<file path="src/rtl/ic_tag_wr_ctl.sv">
`default_nettype none
// ============================================================================
// Module   : ic_tag_wr_ctl
// Brief    : I-cache tag RAM write-port controller. It runs the invalidate
//            sweep after reset and on flush, and arbitrates refill installs
//            and single-line invalidates onto the RAM's one write port.
//            Optional stats counters: define IC_TAG_WR_STATS_EN.
// Revision : 1.0 - initial release
// ============================================================================
module ic_tag_wr_ctl #(
    parameter int LINE_W = 8,
    parameter int TAG_W  = 15
) (
    input  logic              clk_i,
    input  logic              rst_i,
    input  logic              flush_req_i,
    output logic              busy_o,
    output logic              init_done_o,
    input  logic              inst_valid_i,
    output logic              inst_ready_o,
    input  logic [LINE_W-1:0] inst_line_i,
    input  logic [TAG_W-1:0]  inst_tag_i,
    input  logic              inv_valid_i,
    output logic              inv_ready_o,
    input  logic [LINE_W-1:0] inv_line_i,
`ifdef IC_TAG_WR_STATS_EN
    output logic [15:0]       stat_inst_cnt_o,
    output logic [15:0]       stat_inv_cnt_o,
`endif
    output logic              wr_en_o,
    output logic [LINE_W-1:0] wr_line_o,
    output logic [TAG_W:0]    wr_data_o
);

    typedef enum logic [0:0] {
        ST_SWEEP = 1'b0,
        ST_IDLE  = 1'b1
    } state_t;

    state_t              state_q, state_d;
    logic [LINE_W-1:0]   cnt_q, cnt_d;
    logic                wr_en_q, wr_en_d;
    logic [LINE_W-1:0]   wr_line_q, wr_line_d;
    logic [TAG_W:0]      wr_data_q, wr_data_d;
    logic                init_done_q, init_done_d;
    logic                inst_acc_w;
    logic                inv_acc_w;

    // Flush outranks both requesters; install outranks invalidate.
    assign inst_ready_o = (state_q == ST_IDLE) && !flush_req_i;
    assign inv_ready_o  = (state_q == ST_IDLE) && !flush_req_i && !inst_valid_i;
    assign inst_acc_w   = inst_valid_i && inst_ready_o;
    assign inv_acc_w    = inv_valid_i && inv_ready_o;

    always_comb begin
        state_d     = state_q;
        cnt_d       = cnt_q;
        wr_en_d     = 1'b0;
        wr_line_d   = wr_line_q;
        wr_data_d   = wr_data_q;
        init_done_d = init_done_q;
        case (state_q)
            ST_SWEEP: begin
                // Flush requests are ignored here; the running sweep already covers every line.
                wr_en_d   = 1'b1;
                wr_line_d = cnt_q;
                wr_data_d = '0;
                cnt_d     = cnt_q + 1'b1;
                if (&cnt_q) begin
                    state_d     = ST_IDLE;
                    init_done_d = 1'b1;
                end
            end
            default: begin
                if (flush_req_i) begin
                    state_d = ST_SWEEP;
                    cnt_d   = '0;
                end else if (inst_acc_w) begin
                    wr_en_d   = 1'b1;
                    wr_line_d = inst_line_i;
                    wr_data_d = {1'b1, inst_tag_i};
                end else if (inv_acc_w) begin
                    wr_en_d   = 1'b1;
                    wr_line_d = inv_line_i;
                    wr_data_d = '0;
                end
            end
        endcase
    end

    always_ff @(posedge clk_i or posedge rst_i) begin
        if (rst_i) begin
            state_q     <= ST_SWEEP;
            cnt_q       <= '0;
            wr_en_q     <= 1'b0;
            wr_line_q   <= '0;
            wr_data_q   <= '0;
            init_done_q <= 1'b0;
        end else begin
            state_q     <= state_d;
            cnt_q       <= cnt_d;
            wr_en_q     <= wr_en_d;
            wr_line_q   <= wr_line_d;
            wr_data_q   <= wr_data_d;
            init_done_q <= init_done_d;
        end
    end

    assign busy_o      = (state_q == ST_SWEEP);
    assign init_done_o = init_done_q;
    assign wr_en_o     = wr_en_q;
    assign wr_line_o   = wr_line_q;
    assign wr_data_o   = wr_data_q;

`ifdef IC_TAG_WR_STATS_EN
    logic [15:0] stat_inst_q;
    logic [15:0] stat_inv_q;

    always_ff @(posedge clk_i or posedge rst_i) begin
        if (rst_i) begin
            stat_inst_q <= '0;
            stat_inv_q  <= '0;
        end else begin
            if (inst_acc_w && !(&stat_inst_q)) begin
                stat_inst_q <= stat_inst_q + 16'd1;
            end
            if (inv_acc_w && !(&stat_inv_q)) begin
                stat_inv_q <= stat_inv_q + 16'd1;
            end
        end
    end

    assign stat_inst_cnt_o = stat_inst_q;
    assign stat_inv_cnt_o  = stat_inv_q;
`endif

endmodule
`default_nettype wire

</file>
<file path="config.mk">
export PLATFORM = sky130hd
export DESIGN_NAME = ic_tag_wr_ctl
export DESIGN_NICKNAME = d
export VERILOG_FILES = /design/src/rtl/ic_tag_wr_ctl.sv
export SDC_FILE = /design/constraint.sdc
export NUM_CORES = 1
export LEC_CHECK = 0
export BUFFER_PORTS_ARGS = -buffer_cell sky130_fd_sc_hd__buf_2
export CORE_MARGIN = 4
export CORE_UTILIZATION = 49
export CTS_BUF_LIST = sky130_fd_sc_hd__clkbuf_2
export DETAILED_ROUTE_END_ITERATION = 12
export MAX_ROUTING_LAYER = met4
export PLACE_DENSITY = 0.82
export SLEW_MARGIN = 20
export SYNTH_ARGS = -nofsm -noshare
export SYNTH_HDL_FRONTEND = slang
export SYNTH_SLANG_ARGS = --single-unit
</file>
<file path="constraint.sdc">
create_clock -name clk_i -period 1.9 [get_ports clk_i]
set_clock_uncertainty 0.15 [all_clocks]
set_input_delay 0.57 -clock clk_i [delete_from_list [all_inputs] [get_ports clk_i]]
set_output_delay 0.57 -clock clk_i [all_outputs]
set_load 0.01 [all_outputs]
</file>
==> results of run 1 <==
==> worst reg2reg max path, stage by stage (launching register included) <==
cell and delay [ns]:
dfrtp_1 0.45, buf_6 0.15, buf_4 0.14, buf_4 0.16
or4_1 0.55, nand3_1 0.11
==> timing repair <==
| action | in CTS | in global routing |
|---|---|---|
| setup endpoints to repair | 3 | 3 |
| hold buffers | 1 | 0 |
| hold endpoints to repair | 5 | 0 |
| pin swaps | 0 | 0 |
| buffers inserted | 2 | 4 |
| resized for setup | 1 | 8 |
==> cell usage after synthesis <==
library cell | instances | share of area [%]
dfrtp_1 | 35 | 56
nand2_1 | 18 | 4.4
a22o_1 | 16 | 9.0
o21ai_0 | 8 | 2.6
a221o_1 | 7 | 4.5
a21oi_1 | 6 | 1.9
nand3b_1 | 6 | 2.9
nor2_1 | 4 | 0.97
buf_2 | 3 | 0.97
buf_6 | 3 | 2.2
clkbuf_1 | 3 | 0.73
inv_1 | 3 | 0.73
nand3_1 | 3 | 0.97
mux2i_1 | 2 | 1.3
nand2b_1 | 2 | 0.81
nor2b_1 | 2 | 0.81
xor2_1 | 2 | 1.1
a211oi_1 | 1 | 0.48
a21o_1 | 1 | 0.48
a41o_1 | 1 | 0.65
and2_4 | 1 | 0.57
and3b_1 | 1 | 0.57
ha_1 | 1 | 0.81
inv_2 | 1 | 0.24
inv_6 | 1 | 0.57
nand4_1 | 1 | 0.40
nor3_1 | 1 | 0.32
o211ai_1 | 1 | 0.48
o21a_1 | 1 | 0.48
o31ai_1 | 1 | 0.48
or4_1 | 1 | 0.48
xnor2_1 | 1 | 0.57
==> logic make-up after synthesis <==
| logic type | synth area share [%] |
|---|---|
| AO/OA/AOI/OAI | 21.1 |
| buffers and inverters | 5.41 |
| adder cells (fa/ha/maj) | 0.807 |
| multiplexers | 1.29 |
| flip-flops | 56.5 |
| XOR/XNOR | 1.70 |
| AND/OR/NAND/NOR | 13.2 |
==> metal layers <==
layer  GRT usage, %  vias up  wire length (um)
met1           25.6      667              1650
met3           5.27        8               265
met4           7.65        0                81
li1               -      660                 -
met2           35.2       63              2080
met5              -        -                 0
==> metrics by stage <==
stage | setup slack (ns) | utilization, % | cells | instance area (sq um) | power [W]
global route | -0.00919 | 68.7 | 260 | 2080 | 0.00193
finish | 0.0673 | 68.7 | 260 | 2080 | 0.00182
CTS | -0.0353 | 66.7 | 256 | 2020 | 0.00183
floorplan | 0.0937 | - | 138 | 1550 | 0.00130
detailed placement | -0.0139 | 64.7 | 246 | 1960 | 0.00152
global placement | 0.00378 | 64.7 | 246 | 1960 | 0.00148
==> registers in the layout, summed over array words and instances, names as in the netlist <==
name / count
cnt_q: 8
init_done_o: 1
state_q: 1
wr_data_o: 16
wr_en_o: 1
wr_line_o: 8
==> how the worst min path moves through the flow <==
stage              startpoint       endpoint  slack, ns  depth (start not counted)
2_1_floorplan        cnt_q[7]       cnt_q[7]       0.34                          1
6_report       inst_tag_i[11]  wr_data_o[11]       0.28                          2
3_3_place_gp      init_done_o    init_done_o       0.30                          1
5_1_grt        inst_tag_i[14]  wr_data_o[14]       0.26                          2
4_1_cts        inst_tag_i[13]  wr_data_o[13]       0.26                          2
3_5_place_dp      init_done_o    init_done_o       0.31                          1
==> placed cells by master (no fill, tap or decap), types with 2 or more instances in the layout <==
cell type / instances
nand2_1: 18
a21oi_1: 6
nor2b_1: 2
nand3_1: 3
inv_1: 3
buf_6: 2
a221o_1: 7
mux2i_1: 2
xor2_1: 2
buf_4: 12
nand3b_1: 6
a22o_1: 16
o21ai_0: 8
buf_2: 63
dfrtp_1: 35
buf_12: 2
clkbuf_2: 5
nor2_1: 3
==> power by group through the flow <==
stage	registers, W	logic (W)	clock network, W
5_1_grt	0.00107	0.000510	0.000351
3_3_place_gp	0.00104	0.000434	0
2_1_floorplan	0.00105	0.000249	0
3_5_place_dp	0.00106	0.000460	0
6_report	0.00105	0.000460	0.000308
4_1_cts	0.00105	0.000466	0.000317
==> area by class of cell <==
cell class,count,area (sq um)
repair buffers,80,478
inverters,5,36.3
flip-flops and latches,35,876
clock buffers,5,25.0
clock inverters,2,8.76
fillers,239,948
well taps,44,55.1
multi-input cells,89,601
==> results.yml, run 1 <==
outcome:
  status: "finished, final reports clean"
timing:
  hold_viol: 0
  tns_ns: 0
  max_freq_mhz: 546
  relSlewSlack_pct: 81.6
  worst_slew_pin_slew_ns: 0.275
  rsz0062_at_grt: "true"
  hold-worst-slack_ns: 0.280
  setup_violations: 0
  finalCritPeriodShare_pct: 96.5
  maxSlewViolCount: 0
  min_period_ns: 1.83
job:
  drv_cap: 0
pwr:
  p_leak_nw: 1.08
  power.share.clock_pct: 16.9
  seq_power_share_pct: 57.7
  combPwrFrac_pct: 25.3
  intPower_w: 0.00121
  ir_worst_vdd_mv: 0.716
  power_density_nw_per_um2: 874
  p_sw_w: 0.000608
  swShare_pct: 33.4
worst_setup_path:
  critPathCapture: "inv_ready_o"
  arrival_ns: 1.11
  r2r-start: "state_q"
  reg2reg_depth: 5
  path_class: "flip-flop to output port"
  cp.buffers_inverters: 1
  path_max_fanout: 4
  startpoint_type: "flip-flop"
  cp_top_family: "flip-flops"
  slowest_stage: "dfrtp_1"
  reg2reg_slack_ns: 0.13
  critPathMaxStageDelay_ns: 0.44
  worstSetupStartpoint: "state_q"
  r2r_end: "cnt_q[6]"
  critPathRequiredTime_ns: 1.18
  crit_cells: 3
  end_kind: "output port"
  path_cells: "nand2b_4 > nor2_2 > buf_2"
detailed_routing:
  ant_nets: 0
  viasPerCell: 5.38
  drtPass1Iterations: 4
  wl_per_cell_um: 15.7
  vias: 1398
  drt_iter0_markers: 53
  drc: 0
  routed_wl_mm: 4.08
cts:
  cts.root.buffer_cell: "clkbuf_2"
  cts_buffer_depth: 2
  clkTransAtPathRegs_ns: 0.17
  htreeDepth: 2
  cts_tree: "done"
  cts_buffers: 5
  clk_latency_ns: 0.35
  clock-sinks: 35
cells_and_area:
  nNetsFinal: 253
  drive_above_1_share_pct: 41.7
  num_antenna_cells: 0
  areaGrowthSynthToFinish_pct: 34.1
die:
  fp.dieH_um: 64.2
  num_rows: 20
  core_area_sq_um: 3030
  ios: 65
  die-area_sq_um: 4130
  die_w_um: 64.2
  start_util_pct: 51.2
synthesis:
  synth_cell_types: 32
  syn_area_sq_um: 1550
  ys_warn_count: 0
  synth_nets: 175
  ys_ff_latch: 35
  netlist_instances: 138
  synth_seq_area_share_pct: 56.5
  syn_area_per_cell_sq_um: 11.2
place:
  numPortBuffers: 64
  dp_hpwl_mm: 2.99
  gp_congestion: 0.827
grt:
  grt_max_degree: 31
  grt_first_pass_wirelength_mm: 6.64
  globalRouteOverflowTotal: 0
  track_usage_pct: 21.4
  grt_pass1_vias: 1410
  grt_antenna_before_repair: 0
min_path:
  min_path_type: "primary input to flip-flop"
(Power assumes the default switching activity.)
==> inputs of run 2 (changes only) <==
Settings changed: CORE_UTILIZATION 49 to 45, PLACE_DENSITY 0.82 to 0.76.
==> run 2 against run 1 <==
Compared with the run above: first-iteration DRC count grew 57%; design area increased by 0.90%; global-route usage fell by 1.3 points; clock power rose by 49%; die area increased by 7.8%; power grew 8.3%; hold slack worse by 0.018 ns; sequential power about the same.
==> results.yml, run 2 (synthesis results as in run 1) <==
die:
  num_rows: 21
  fp.dieH_um: 66.7
  start_util_pct: 46.5
  core_area_sq_um: 3340
  die_w_um: 66.7
  die-area_sq_um: 4450
  ios: 65
timing:
  rsz0062_at_grt: "true"
  max_freq_mhz: 535
  maxSlewViolCount: 0
  finalCritPeriodShare_pct: 98.4
  worst_slew_pin_slew_ns: 0.357
  hold_viol: 0
  setup_violations: 0
  tns_ns: 0
  relSlewSlack_pct: 76.2
  min_period_ns: 1.87
cells_and_area:
  final_cells: 262
  final_cell_mix: "buf_2 (62), dfrtp_1 (35), nand2_1 (18)"
  drive_above_1_share_pct: 41.7
  n_fill_cell: 293
  areaGrowthSynthToFinish_pct: 35.4
  largest_register_ff_count: 16
  nNetsFinal: 252
  layout_commonest_cell: "buf_2"
  num_antenna_cells: 0
grt:
  grt_first_pass_wirelength_mm: 6.52
  globalRouteOverflowTotal: 0
  grt_pass1_vias: 1400
  grt_max_degree: 30
  grt_antenna_before_repair: 0
  track_usage_pct: 20.1
pwr:
  power_density_nw_per_um2: 939
  p_leak_nw: 1.09
  ir_worst_vdd_mv: 0.689
outcome:
  status: "finished, final reports clean"
cts:
  cts.root.buffer_cell: "clkbuf_2"
  clkTransAtPathRegs_ns: 0.18
  cts_tree: "done"
  cts_buffers: 5
  clk_latency_ns: 0.37
  cts_buffer_depth: 2
  htreeDepth: 2
  clock-sinks: 35
worst_setup_path:
  path_class: "flip-flop to output port"
  critPathMaxStageDelay_ns: 0.47
  path_cells: "nand2b_4 > nor2_2 > buf_2"
  startpoint_type: "flip-flop"
  end_kind: "output port"
  slowest_stage: "dfrtp_1"
  path_max_fanout: 4
  arrival_ns: 1.15
  critPathRequiredTime_ns: 1.18
job:
  drv_cap: 0
detailed_routing:
  drtPass1Iterations: 4
  drt_iter0_markers: 83
  drc: 0
  ant_nets: 0
  vias: 1395
  wl_per_cell_um: 15.4
  routed_wl_mm: 4.04
  viasPerCell: 5.32
place:
  dp_hpwl_mm: 2.96
  numPortBuffers: 64
  gp_congestion: 0.836
  dp.cells: 250
min_path:
  min_path_type: "primary input to flip-flop"
==> run 2: worst paths after layout <==
check,slack (ns),endpoint,cells after the start,from
setup reg to reg,0.16,wr_data_o[2],5,state_q
max in group asynchronous,0.61,wr_line_o[1],4,rst_i
hold reg to reg,0.36,init_done_o,1,init_done_o
hold / removal,0.26,wr_data_o[9],2,inst_tag_i[9]
min in group asynchronous,0.53,wr_data_o[10],3,rst_i
setup / recovery,0.03,inv_ready_o,3,state_q
==> run 2: final cells by class <==
class / instances / area (sq um) / share of cell area (%)
Multi-Input combinational cell: 89 / 601 / 28.6
Sequential cell: 35 / 876 / 41.7
Inverter: 5 / 36.3 / 1.73
Timing Repair Buffer: 79 / 464 / 22.1
Tap cell: 46 / 57.6 / 2.74
Clock buffer: 5 / 25.0 / 1.19
Clock inverter: 3 / 38.8 / 1.85
==> run 2: report_power, final <==
part	internal, W	switching (W)	total, W
Sequential	0.000890	0.000159	0.00105
Clock	0.000217	0.000242	0.000459
Combinational	0.000243	0.000220	0.000462
Total	0.00135	0.000620	0.00197
==> run 2: per-layer routing <==
layer / part of all wire, % / track usage (%) / up-vias / wire length (um)
met5: 0 / - / - / 0
met4: 2.0 / 8.12 / 0 / 80
met3: 7.7 / 3.54 / 11 / 311
met2: 49 / 32.2 / 74 / 1970
met1: 41 / 25.4 / 651 / 1670
li1: - / - / 659 / -
==> run 2: repair_timing <==
| item | in CTS | in global routing |
|---|---|---|
| pin swaps | 0 | 0 |
| hold buffers | 1 | 0 |
| buffers inserted | 0 | 3 |
| gates resized for setup | 5 | 5 |
| endpoints found under the hold margin | 6 | 0 |
| setup endpoints to repair | 3 | 3 |
==> run 2: worst max-delay path: cells and delay by family, from the launching register on <==
family / cells / cell delay [ns]
simple gates: 2 / 0.19
buf+inv: 1 / 0.13
flops: 1 / 0.47
==> run 2: stage by stage <==
step                setup slack, ns  util (%)  total power, W  instance area (sq um)  hold WS, ns
detailed placement          -0.0105      58.8         0.00152                   1960        0.316
global route                -0.0587      62.9         0.00209                   2100        0.231
finish                       0.0295      62.9         0.00197                   2100        0.263
floorplan                    0.0937         -         0.00130                   1550        0.342
CTS                        -0.00104      61.5         0.00198                   2050        0.245
global placement          -0.000420      58.8         0.00149                   1960        0.303
==> inputs of run 3 (changes only) <==
Settings changed: ABC_AREA from default to 1, CTS_BUF_LIST sky130_fd_sc_hd__clkbuf_2 to sky130_fd_sc_hd__clkbuf_8, PLACE_DENSITY 0.76 to 0.74.
==> run 3 against run 2 <==
Compared with the run above: synthesized area rose by 11%; die area rose by 9.4%; routed wire length fell by 1.7%; global-route usage fell by 2.6 points; combinational power rose by 19%; worst setup slack improved by 0.060 ns; power rose by 6.0%; highest routed layer unchanged; critical path type is now primary input to output port; flip-flop and latch count did not move.
==> results.yml, run 3 <==
outcome:
  status: "finished, final reports clean"
place:
  dp_hpwl_mm: 3.03
  numPortBuffers: 64
  gp_congestion: 0.832
  dp_slack_ns: 0.0822
detailed_routing:
  viasPerCell: 4.70
  vias: 1622
  drt_iter0_markers: 81
  drc: 0
  drtPass1Iterations: 5
  routed_wl_mm: 3.97
  ant_nets: 0
  wl_per_cell_um: 11.5
cells_and_area:
  final_cell_mix: "nand2_1 (77), buf_2 (64), dfrtp_1 (34)"
  post-route-util_pct: 60.9
  drive_above_1_share_pct: 32.0
  num_antenna_cells: 0
  layout_commonest_cell: "nand2_1"
  areaGrowthSynthToFinish_pct: 29.9
  largest_register_ff_count: 16
  nNetsFinal: 334
cts:
  clk_latency_ns: 0.28
  cts_buffer_depth: 2
  cts_hold_buf: 0
  cts_tree: "done"
  cts_buffers: 5
  clkTransAtPathRegs_ns: 0.07
  htreeDepth: 2
  clock-sinks: 35
  cts.root.buffer_cell: "clkbuf_8"
die:
  ios: 65
  num_rows: 22
  die_w_um: 69.8
  die-area_sq_um: 4870
  start_util_pct: 46.9
  fp.dieH_um: 69.8
  core_area_sq_um: 3660
synthesis:
  synth_most_common_cell: "nand2_1"
  synth-main-ff-cell: "dfrtp_1"
  synth-simple-area-share_pct: 32.0
  synth_compound_area_share_pct: 5.54
  yosys.area.top_type_share_pct: 51.0
  synth_top_family_by_area: "simple AND/OR/NAND/NOR gates"
  syn_area_sq_um: 1720
  ys_ff_latch: 35
  ys_warn_count: 0
  synth_xor_area_share_pct: 0.510
  async_reset_ff_share_pct: 100
  yosys-top-cells-area: "dfrtp_1 (51%), nand2_1 (17%), inv_1 (6.3%)"
  netlist_top_cells_count: "nand2_1 (77), dfrtp_1 (35), inv_1 (29), nor2_1 (27), nand3_1 (13)"
  synth-edff-count: 0
  synth_fa_ha_area_share_pct: 0.729
  synth_mux_area_share_pct: 0
  synth_nets: 259
  synth_cell_types: 20
  netlist_instances: 222
  syn_area_per_cell_sq_um: 7.73
  synth_seq_area_share_pct: 51.0
  yosysTopAreaCell: "dfrtp_1"
timing:
  maxSlewViolCount: 0
  setup_violations: 0
  max_freq_mhz: 552
  finalCritPeriodShare_pct: 95.3
  worst_slew_pin_slew_ns: 0.437
  relSlewSlack_pct: 70.9
  rsz0062_at_grt: "false"
  min_period_ns: 1.81
  fin_ws_ns: 0.0898
  tns_ns: 0
  hold_viol: 0
pwr:
  seq_power_share_pct: 48.4
  swShare_pct: 32.0
  intPower_w: 0.00142
  ir_worst_vdd_mv: 0.553
  p_sw_w: 0.000668
  p_leak_nw: 1.34
  combPwrFrac_pct: 26.3
  power.share.clock_pct: 25.3
  p_total_w: 0.00209
  power_density_nw_per_um2: 936
worst_setup_path:
  startpoint_type: "primary input"
  cp_common_cell: "buf_2"
  critPathRequiredTime_ns: 1.18
  path_cells: "buf_2 > inv_2 > nand2_1 > nor2_1 > buf_2"
  critPathMaxStageDelay_ns: 0.13
  path_max_fanout: 5
  slowest_stage: "buf_2"
  arrival_ns: 1.09
  end_kind: "output port"
  path_class: "primary input to output port"
  cp.buffers_inverters: 3
  cp_top_family: "buffers and inverters"
grt:
  grt_pass1_vias: 1510
  grt_antenna_before_repair: 0
  track_usage_pct: 17.5
  grt_max_degree: 36
  globalRouteOverflowTotal: 0
  grt_first_pass_wirelength_mm: 6.71
min_path:
  min_path_type: "primary input to async pin"
job:
  drv_cap: 0
run 3: worst paths after layout:
path / startpoint / end / slack (ns) / cells past startpoint
setup / recovery: flush_req_i / inv_ready_o / 0.09 / 5
hold / removal: rst_i / wr_data_o[1] / 0.23 / 3
setup reg to reg: state_q / wr_line_o[5] / 0.38 / 6
hold reg to reg: init_done_o / init_done_o / 0.31 / 2
max in group asynchronous: rst_i / state_q / 1.04 / 3
min in group clk_i: init_done_o / init_done_o / 0.31 / 2
run 3: kinds of logic after synthesis:
logic type,count (synthesis)
AOI/OAI and AO/OA,16
buffers and inverters,39
xor gates and xnor gates,1
adders and majority gates,1
and+or+nand+nor,130
DFF,35
run 3: per-stage QoR:
stage                     std cells  area, sq um  hold slack, ns
after floorplan                 222         1720           0.342
after global placement          336         2130           0.293
after detailed placement        336         2130           0.296
after CTS                       343         2210           0.242
after global routing            345         2230           0.257
final                           345         2230           0.227
run 3: power by group through the flow:
stage	sequential [W]	clock (W)	combinational, W
6_report	0.00101	0.000528	0.000549
5_1_grt	0.00104	0.000573	0.000631
4_1_cts	0.00101	0.000546	0.000552
3_5_place_dp	0.00103	0	0.000548
3_3_place_gp	0.00102	0	0.000534
2_1_floorplan	0.00104	0	0.000325
run 3: layer usage:
layer,vias to the layer above,track usage (%),share of wire [%]
met5,-,-,0
met4,0,5.74,0.86
met3,2,4.93,6.5
met2,47,27.7,49
met1,741,21.8,44
li1,832,-,-
run 3: repair_timing:
action,in CTS,in global routing
setup endpoints to repair,3,2
pin swaps,0,0
gates resized for setup,1,1
setup buffers,0,2
endpoints found under the hold margin,0,0
run 3: area by class of cell:
type / instances / area, sq um
clock inverter: 1 / 5.00
multi-input combinational: 148 / 666
timing repair buffer: 76 / 423
clock buffer: 6 / 82.6
inverter: 31 / 116
tap: 48 / 60.1
fill: 357 / 1430
sequential: 35 / 877
run 3: tightest hold or removal path, cell delays in order:
cell and delay, ns:
buf_2 0.10, inv_1 0.04, buf_4 0.38
